<file path="src/rtl/serial_addsub_pkg.sv">
// Shared types and constants for the bit-serial adder/subtractor.
// Optional overflow output is controlled by SERIAL_ADDSUB_OVF_EN.
package serial_addsub_pkg;

   typedef enum logic [1:0] {
      ST_IDLE = 2'd0,
      ST_RUN  = 2'd1,
      ST_DONE = 2'd2
   } state_t;

   localparam logic MODE_ADD = 1'b0;
   localparam logic MODE_SUB = 1'b1;

endpackage

</file>
<file path="src/rtl/serial_addsub_if.sv">
// Request/result bundle of serial_addsub; out_ovf exists only with SERIAL_ADDSUB_OVF_EN.
interface serial_addsub_if #(
   parameter int WIDTH = 8
);
   logic             in_start;
   logic             in_mode;
   logic [WIDTH-1:0] in_a;
   logic [WIDTH-1:0] in_b;
   logic             out_busy;
   logic             out_done;
   logic [WIDTH-1:0] out_s;
   logic             out_co;
`ifdef SERIAL_ADDSUB_OVF_EN
   logic             out_ovf;
`endif

   modport master (
`ifdef SERIAL_ADDSUB_OVF_EN
      input  out_ovf,
`endif
      output in_start, in_mode, in_a, in_b,
      input  out_busy, out_done, out_s, out_co
   );

   modport slave (
`ifdef SERIAL_ADDSUB_OVF_EN
      output out_ovf,
`endif
      input  in_start, in_mode, in_a, in_b,
      output out_busy, out_done, out_s, out_co
   );

endinterface

</file>
<file path="src/rtl/serial_addsub_fa_cell.sv">
// Combinational 1-bit full adder; the only arithmetic in the serial datapath.
module fa_cell (
   input  logic a,
   input  logic b,
   input  logic ci,
   output logic s,
   output logic co
);

   assign s  = a ^ b ^ ci;
   assign co = (a & b) | (ci & (a ^ b));

endmodule

</file>
<file path="src/rtl/serial_addsub.sv">
// Bit-serial WIDTH-bit adder/subtractor: one bit per clock through fa_cell.
// Define SERIAL_ADDSUB_OVF_EN to add the signed-overflow output.
module serial_addsub
   import serial_addsub_pkg::*;
#(
   parameter int WIDTH = 8
) (
   input  logic           clk,
   input  logic           rst_n,
   serial_addsub_if.slave bus
);

   localparam int            CW   = $clog2(WIDTH + 1);
   localparam logic [CW-1:0] LAST = CW'(WIDTH - 1);

   state_t           state_r, state_nx_s;
   logic             accept_s, last_s;
   logic [WIDTH-1:0] opa_r, opb_r, acc_r, acc_nx_s, s_r;
   logic [CW-1:0]    cnt_r;
   logic             carry_r, co_r, busy_r, done_r;
   logic             fa_s_s, fa_co_s;
`ifdef SERIAL_ADDSUB_OVF_EN
   logic             ovf_r;
`endif

   fa_cell u_fa (
      .a  (opa_r[0]),
      .b  (opb_r[0]),
      .ci (carry_r),
      .s  (fa_s_s),
      .co (fa_co_s)
   );

   // State register
   always_ff @(posedge clk or negedge rst_n) begin
      if (!rst_n) begin
         state_r <= ST_IDLE;
      end else begin
         state_r <= state_nx_s;
      end
   end

   // Next-state decode; DONE doubles as an acceptance slot for back-to-back use
   always_comb begin
      state_nx_s = state_r;
      accept_s   = 1'b0;
      last_s     = 1'b0;
      case (state_r)
         ST_IDLE: begin
            if (bus.in_start) begin
               state_nx_s = ST_RUN;
               accept_s   = 1'b1;
            end else begin
               state_nx_s = ST_IDLE;
            end
         end
         ST_RUN: begin
            if (cnt_r == LAST) begin
               state_nx_s = ST_DONE;
               last_s     = 1'b1;
            end else begin
               state_nx_s = ST_RUN;
            end
         end
         ST_DONE: begin
            if (bus.in_start) begin
               state_nx_s = ST_RUN;
               accept_s   = 1'b1;
            end else begin
               state_nx_s = ST_IDLE;
            end
         end
         default: begin
            state_nx_s = ST_IDLE;
         end
      endcase
   end

   // Accumulator with this cycle's sum bit entering at the MSB
   always_comb begin
      acc_nx_s            = acc_r >> 1;
      acc_nx_s[WIDTH-1]   = fa_s_s;
   end

   // Operand shifters, carry chain, counter and accumulator
   always_ff @(posedge clk or negedge rst_n) begin
      if (!rst_n) begin
         opa_r   <= '0;
         opb_r   <= '0;
         acc_r   <= '0;
         cnt_r   <= '0;
         carry_r <= 1'b0;
      end else if (accept_s) begin
         // Subtraction is a + ~b + 1: invert B and seed the carry with the mode bit
         opa_r   <= bus.in_a;
         opb_r   <= bus.in_b ^ {WIDTH{bus.in_mode == MODE_SUB}};
         carry_r <= bus.in_mode;
         acc_r   <= '0;
         cnt_r   <= '0;
      end else if (state_r == ST_RUN) begin
         opa_r   <= opa_r >> 1;
         opb_r   <= opb_r >> 1;
         carry_r <= fa_co_s;
         acc_r   <= acc_nx_s;
         cnt_r   <= cnt_r + CW'(1);
      end
   end

   // Result and status registers; results only change on the final bit
   always_ff @(posedge clk or negedge rst_n) begin
      if (!rst_n) begin
         s_r    <= '0;
         co_r   <= 1'b0;
         busy_r <= 1'b0;
         done_r <= 1'b0;
      end else begin
         busy_r <= (state_nx_s == ST_RUN);
         done_r <= (state_nx_s == ST_DONE);
         if (last_s) begin
            s_r  <= acc_nx_s;
            co_r <= fa_co_s;
         end
      end
   end

`ifdef SERIAL_ADDSUB_OVF_EN
   // On the last bit carry_r is the carry into the MSB
   always_ff @(posedge clk or negedge rst_n) begin
      if (!rst_n) begin
         ovf_r <= 1'b0;
      end else if (last_s) begin
         ovf_r <= carry_r ^ fa_co_s;
      end
   end

   assign bus.out_ovf = ovf_r;
`endif

   assign bus.out_busy = busy_r;
   assign bus.out_done = done_r;
   assign bus.out_s    = s_r;
   assign bus.out_co   = co_r;

endmodule
</file>
<file path="src/flat_wrapper.sv">
// flat-port wrapper written by rule: the top's interface ports become plain ports
module serial_addsub_flat import serial_addsub_pkg::*;
#(
   parameter int WIDTH = 8
)
  (clk, rst_n, bus_in_start, bus_in_mode, bus_in_a, bus_in_b, bus_out_busy, bus_out_done, bus_out_s, bus_out_co);
  serial_addsub_if #(.WIDTH(WIDTH)) bus_i ();
  input  logic clk;
  input  logic rst_n;
  input wire logic [$bits(bus_i.in_start)-1:0] bus_in_start;
  input wire logic [$bits(bus_i.in_mode)-1:0] bus_in_mode;
  input wire logic [$bits(bus_i.in_a)-1:0] bus_in_a;
  input wire logic [$bits(bus_i.in_b)-1:0] bus_in_b;
  output wire logic [$bits(bus_i.out_busy)-1:0] bus_out_busy;
  output wire logic [$bits(bus_i.out_done)-1:0] bus_out_done;
  output wire logic [$bits(bus_i.out_s)-1:0] bus_out_s;
  output wire logic [$bits(bus_i.out_co)-1:0] bus_out_co;
  assign bus_i.in_start = bus_in_start;
  assign bus_i.in_mode = bus_in_mode;
  assign bus_i.in_a = bus_in_a;
  assign bus_i.in_b = bus_in_b;
  assign bus_out_busy = bus_i.out_busy;
  assign bus_out_done = bus_i.out_done;
  assign bus_out_s = bus_i.out_s;
  assign bus_out_co = bus_i.out_co;
  serial_addsub #(.WIDTH(WIDTH)) u_core (.clk(clk), .rst_n(rst_n), .bus(bus_i));
endmodule
</file>
<file path="config.mk">
export PLATFORM = sky130hd
export DESIGN_NAME = serial_addsub_flat
export DESIGN_NICKNAME = d
export VERILOG_FILES = /design/src/rtl/serial_addsub_pkg.sv /design/src/rtl/serial_addsub_if.sv /design/src/rtl/serial_addsub_fa_cell.sv /design/src/rtl/serial_addsub.sv /design/src/flat_wrapper.sv
export SDC_FILE = /design/constraint.sdc
export NUM_CORES = 1
export LEC_CHECK = 0
export ABC_AREA = 1
export ABC_CLOCK_PERIOD_IN_PS = 2300
export BUFFER_PORTS_ARGS = -buffer_cell sky130_fd_sc_hd__buf_4
export CAP_MARGIN = 30
export CORE_ASPECT_RATIO = 1.75
export CORE_UTILIZATION = 59
export CTS_CLUSTER_DIAMETER = 100
export DETAILED_ROUTE_END_ITERATION = 8
export GPL_ROUTABILITY_DRIVEN = 0
export PLACE_DENSITY_LB_ADDON = 0.12
export SETUP_SLACK_MARGIN = 0.5
export SLEW_MARGIN = 20
export SYNTH_ARGS = -nofsm -noshare
export SYNTH_HDL_FRONTEND = slang
export SYNTH_HIERARCHICAL = 1
export SYNTH_SLANG_ARGS = --single-unit
export TNS_END_PERCENT = 5
</file>
<file path="constraint.sdc">
create_clock -name clk -period 2.3 [get_ports clk]
set_clock_uncertainty 0.2 [all_clocks]
set_input_delay 0.115 -clock clk [delete_from_list [all_inputs] [get_ports clk]]
set_output_delay 0.115 -clock clk [all_outputs]
set_load 0.02 [all_outputs]
</file>
---- Yosys cells after proc, flatten, opt, wreduce, memory -nomap -nowiden ----
Cells that the tools add are included.
cells by class
  $add $sub $neg .......................... 1
  equality and inequality tests ........... 5
  muxes and demuxes ....................... 17
  bitwise gates (word level) .............. 6
  reduce and logical (&&, ||, !) cells .... 3
operators with widths
  cell                                                              number
  8-bit 2-to-1 mux                                                  6
  4-bit 2-to-1 mux                                                  2
  8-bit bitwise XOR                                                 1
  1-bit 2-to-1 mux                                                  7
  4-bit by 1-bit adder with 4-bit output (second input constant)    1
  2-bit by 1-bit == test with 1-bit output (second input constant)  2
  2-bit == test (second input constant)                             2
  4-bit by 3-bit == test with 1-bit output (second input constant)  1
  2-bit case mux with 2 select lines                                1
  1-bit AND                                                         2
  2-bit zero test                                                   1
  2-bit 2-to-1 mux                                                  1
  2-bit nonzero test                                                1
  2-bit OR reduction                                                1
  1-bit bitwise XOR                                                 2
  1-bit OR                                                          1
word-level totals
  register bits ........................... 42
  input port bits ......................... 20

---- Longest topological paths before layout ----
  word-level depth ........................ 5
  depth in mapped cells ................... 8
  gate-level depth less buffers ........... 6

---- Modules after synthesis ----
The synthesis kept the hierarchy.
modules (own cells, without submodules)
  module         instances  cells an instance  area each (µm²)  seq. area each (µm²)
  serial_addsub  1          235                1911.8           1026.0
  fa_cell        1          1                  20.0             0.0

---- Worst setup path before layout ----
OpenSTA, ideal clock, no wires.
  path type ............................... reg2reg
  from .................................... register u_core.opa_r[0]
  to ...................................... register u_core.acc_r[7]
  data arrival time ....................... 1079 ps
  data required time ...................... 2018 ps
  setup slack ............................. 938 ps
  stages on the path, launching flop included .. 4
  path buffers ............................ 0
  cell sequence ........................... dfrtp_1 > fa_1 > inv_1 > o22ai_1
on the way
  longest elaborated chain between the ends .. 4
ends and longest elaborated chain
  element                          RTL line                     source
  from (decl)                      serial_addsub.sv:18          logic [WIDTH-1:0] opa_r, opb_r, acc_r, acc_nx_s, s_r;
  from (signal assigned)           serial_addsub.sv:95          opa_r <= bus.in_a;
  from (signal assigned)           serial_addsub.sv:101         opa_r <= opa_r >> 1;
  1-bit bitwise XOR (2 in series)  serial_addsub_fa_cell.sv:10  assign s = a ^ b ^ ci;
  named net u_core.fa_s_s          serial_addsub.sv:21          logic fa_s_s, fa_co_s;
  8-bit 2-to-1 mux                 serial_addsub.sv:100         end else if (state_r == ST_RUN) begin
  8-bit 2-to-1 mux                 serial_addsub.sv:93          end else if (accept_s) begin
  to (signal assigned)             serial_addsub.sv:104         acc_r <= acc_nx_s;
  to (decl)                        serial_addsub.sv:18
The timed path passes the listed nets, and every way through them passes these cells. The select of a mux whose other input is x is not followed.
A chain may end at the register's enable or synchronous reset.

---- Worst setup path after layout ----
  from .................................... register u_core.state_r[0]
  to ...................................... register u_core.opb_r[7]
on the way
  longest elaborated chain between the ends .. 4
  elaborated cells between the ends (all ways) .. 7
ends and longest elaborated chain
  element                                                        RTL line              source
  from (decl)                                                    serial_addsub.sv:16   state_t state_r, state_nx_s;
  from (signal assigned)                                         serial_addsub.sv:39   state_r <= state_nx_s;
  2-bit == test / 2-bit zero test (equally long branches)        serial_addsub.sv:48   case (state_r)
  2-bit OR reduction (no source line)                            -
  1-bit 2-to-1 mux                                               -
  8-bit 2-to-1 mux / 2-bit nonzero test (equally long branches)  -
  to (signal assigned)                                           serial_addsub.sv:96   opb_r <= bus.in_b ^ {WIDTH{bus.in_mode == MODE_SUB}};
  to (signal assigned)                                           serial_addsub.sv:102  opb_r <= opb_r >> 1;
  to (decl)                                                      serial_addsub.sv:18
Parallel ways exist; a longest one is shown, timed or not.

==> out/qor.yml <==
place_area_sq_mm: 0.00213
io_pins: 31
yosysWarnings: 6
globalRouteMet3Util: 0.0558
die_area_sq_mm: 0.00352
net_count_of_the_finished_layout: 304
switching_power_as_a_share_of_total_power: 0.393
final.min_clock_period_ns: 1.67
part_of_the_power_in_combinational_logic: 0.409
fp.dieH_um: 77.7
post-synth-top-area-fraction: 0.531
unrepaired_setup_endpoints_after_global_routing: "false"
maxCapViolations: 0
dp_hpwl_um: 2610
routed-via-count: 1634
r2r.worst_path.cells: 5
cts.clk_slew.worst_paths_ns: 0.07
mappedNetlistNets: 258
globalRoute.busiestLayer: "met2"
timing.final.hold_violations: 0
fp-row-count: 27
syn-instance-count: 236
tightestPinTransition_ns: 0.507
clockBufferDepth: 2
count_of_clock_tree_sinks: 41
max_freq_mhz: 600
clockRootBuffer: "clkbuf_8"
detail_route.vias_per_cell: 5.01
grtUsageTotal: 0.266
arrival_ns: 1.69
final_layout_size_suffix_gt1_frac: 0.180
die_width_um: 45.3
clock_power_share: 0.192
ys_seq_area_frac: 0.531
htree_levels: 2
most_repeated_cell_in_the_gate_level_netlist_after_synthesis: "nand2_1"
hold_path.class: "in -> reg"
cell_type_contributing_the_most_total_cell_area_after_synthesis: "dfrtp_1"
synth_cell_types: 20
initial_utilization: 0.615
timing.reg2reg.setup_slack_ns: 0.63
antenna_found_initial: 0
async_flop_share: 1.00
power_density_cells_mw_per_mm2: 1270
first_drt_pass_iteration_count: 4
insertedDiodeCount: 0
drtIter0Drc: 41
critPathLaunch: "u_core/state_r[0]$_DFF_PN0_"
grt_pass1_wl_um: 6810
leading_post_synthesis_cells_by_cell_area: "dfrtp_1 53%, nand2_1 21%, nand3_1 4.9%"
required_ns: 2.32
synth_enable_flop_cells: 0
dominantRegCellSynth: "dfrtp_1"
crit_fanout: 20
finalWirelength_um: 3940
vdd_drop_max_mv: 0.830
core_area_sq_mm: 0.00314
final-setup-viol-count: 0
critical_register_to_register_path_startpoint: "u_core/state_r[0]$_DFF_PN0_"
worst-setup-path-type: "reg -> reg"
fin_crit_sh: 0.725
areaGrowthSynthToFinish_pct: 26.1
ant_nets: 0
synth.cell_area_sq_mm: 0.00193
setup.worst_path.end_class: "flip-flop"
drcViolationCount: 0
fin_tns_setup_ns: 0
grt_overflow: 0
cts_buffers: 5
grt_use_met2: 0.470
outcome: "complete, no violations"
timing.max_slew.rel_slack: 0.662
pwr-share-seq: 0.399
worst_r2r_endpoint: "u_core/opb_r[7]$_DFFE_PN0P_"
timing.final.max_slew_violations: 0
power.static_leakage_uw: 0.00133
nFillCells: 240
whs_path_depth: 5
p_sw_uw: 1220
synth_area_per_cell_sq_um: 8.19
grt_pass1_vias: 1631
route.detailed.wl_per_inst_um: 12.1
power_report.internal_total_uw: 1880
maximum_number_of_pins_on_one_net_before_global_route_repair: 42
worst_setup_path_endpoint: "u_core/opb_r[7]$_DFFE_PN0P_"
ys_seq_elements: 41
worst_skew_pair.late_latency_ns: 0.29
post_route_design_area_sq_mm: 0.00244
tritoncts: "done"
critical_path_source_type: "flip-flop"
totalPowerFinal_uw: 3100
met1_usage_grt: 0.295
post_synth_top_cells: "106 x nand2_1, 41 x dfrtp_1, 23 x inv_1, 19 x nand3_1, 10 x o21ai_1"
numPortBuffers: 30
## what timing repair did
action                                  in CTS  in global routing
hold buffers                                18                  0
endpoints found under the hold margin       57                  0
endpoints found under the setup margin      11                 20
buffers inserted                             0                  0
gates resized for setup                      1                  2
## through the flow
| step | utilization | instances | hold slack (ns) | worst slack, ns |
|---|---|---|---|---|
| 3_5_place_dp | 0.679 | 300 | -0.0867 | 0.459 |
| 6_report | 0.775 | 326 | 0.0187 | 0.633 |
| 4_1_cts | 0.775 | 326 | 0.0150 | 0.558 |
| 5_1_grt | 0.775 | 326 | 0.0465 | 0.505 |
| 3_3_place_gp | 0.679 | 300 | -0.0830 | 0.525 |
| 2_1_floorplan | - | 236 | -0.381 | 0.938 |
## sequential cells by signal, indices dropped and copies added, names as in the netlist
register / count
u_core/acc_r: 7
u_core/opa_r: 8
u_core/bus.out_co: 1
u_core/opb_r: 8
u_core/bus.out_done: 1
u_core/carry_r: 1
u_core/cnt_r: 4
u_core/bus.out_s: 8
u_core/state_r: 2
u_core/bus.out_busy: 1
## power groups by stage
stage	sequential, uW	combinational [uW]	clock (uW)
after global routing	1280	1430	643
after floorplan	1290	900	0
final	1240	1270	594
after CTS	1240	1280	606
after global placement	1240	1190	0
after detailed placement	1250	1250	0
## final cells by class
cell class                 instances  area [sq um]  area share
clock buffer                       6          82.6      0.0339
clock inverter                     2          37.5      0.0154
inverter                          26           100      0.0411
multi-input combinational        159           722       0.296
sequential                        41          1030       0.422
tap                               43          53.8      0.0221
timing repair buffer              49           413       0.169
## kinds of logic (layout without fill, tap and decap cells)
family / count (synthesis) / in the layout / share of synthesized area
compound gates: 19 / 19 / 0.0557
xor+xnor: 1 / 1 / 0.00453
fa+ha+maj: 2 / 2 / 0.0168
buf+inv: 36 / 83 / 0.0965
flops: 41 / 41 / 0.531
simple gates: 137 / 137 / 0.295
## critical path, stage by stage (launching register included)
cell	delay (ns)
dfrtp_2	0.50
nand2_2	0.24
nand2_4	0.17
inv_2	0.28
nand2_1	0.13
o21ai_2	0.07
## metal layers
layer	part of all wire	vias up
met5	0	-
met4	0.021	0
met3	0.027	7
met2	0.56	33
met1	0.39	779
li1	-	815
## how the worst min path moves through the flow
stage	start	end
finish	bus_in_mode	u_core/opb_r[3]$_DFFE_PN0P_
global route	bus_in_mode	u_core/opb_r[4]$_DFFE_PN0P_
CTS	bus_in_mode	u_core/opb_r[4]$_DFFE_PN0P_
detailed placement	rst_n	u_core/bus.out_s[6]$_DFFE_PN0P_
global placement	rst_n	u_core/bus.out_s[7]$_DFFE_PN0P_
floorplan	rst_n	u_core/acc_r[1]$_DFFE_PN0P_
## cell usage in the layout (no fill, tap or decap), drive strengths merged, types with 6 or more instances in the layout
| cell | netlist | final |
|---|---|---|
| inv | 26 | 26 |
| nor2 | 9 | 9 |
| o21ai | 11 | 11 |
| nand2 | 109 | 109 |
| dfrtp | 41 | 41 |
| clkbuf | 0 | 6 |
| nand3 | 19 | 19 |
| buf | 10 | 31 |
| dlygate4sd3 | 0 | 18 |
| o22ai | 7 | 7 |
Power figures use the tool's default switching activity.
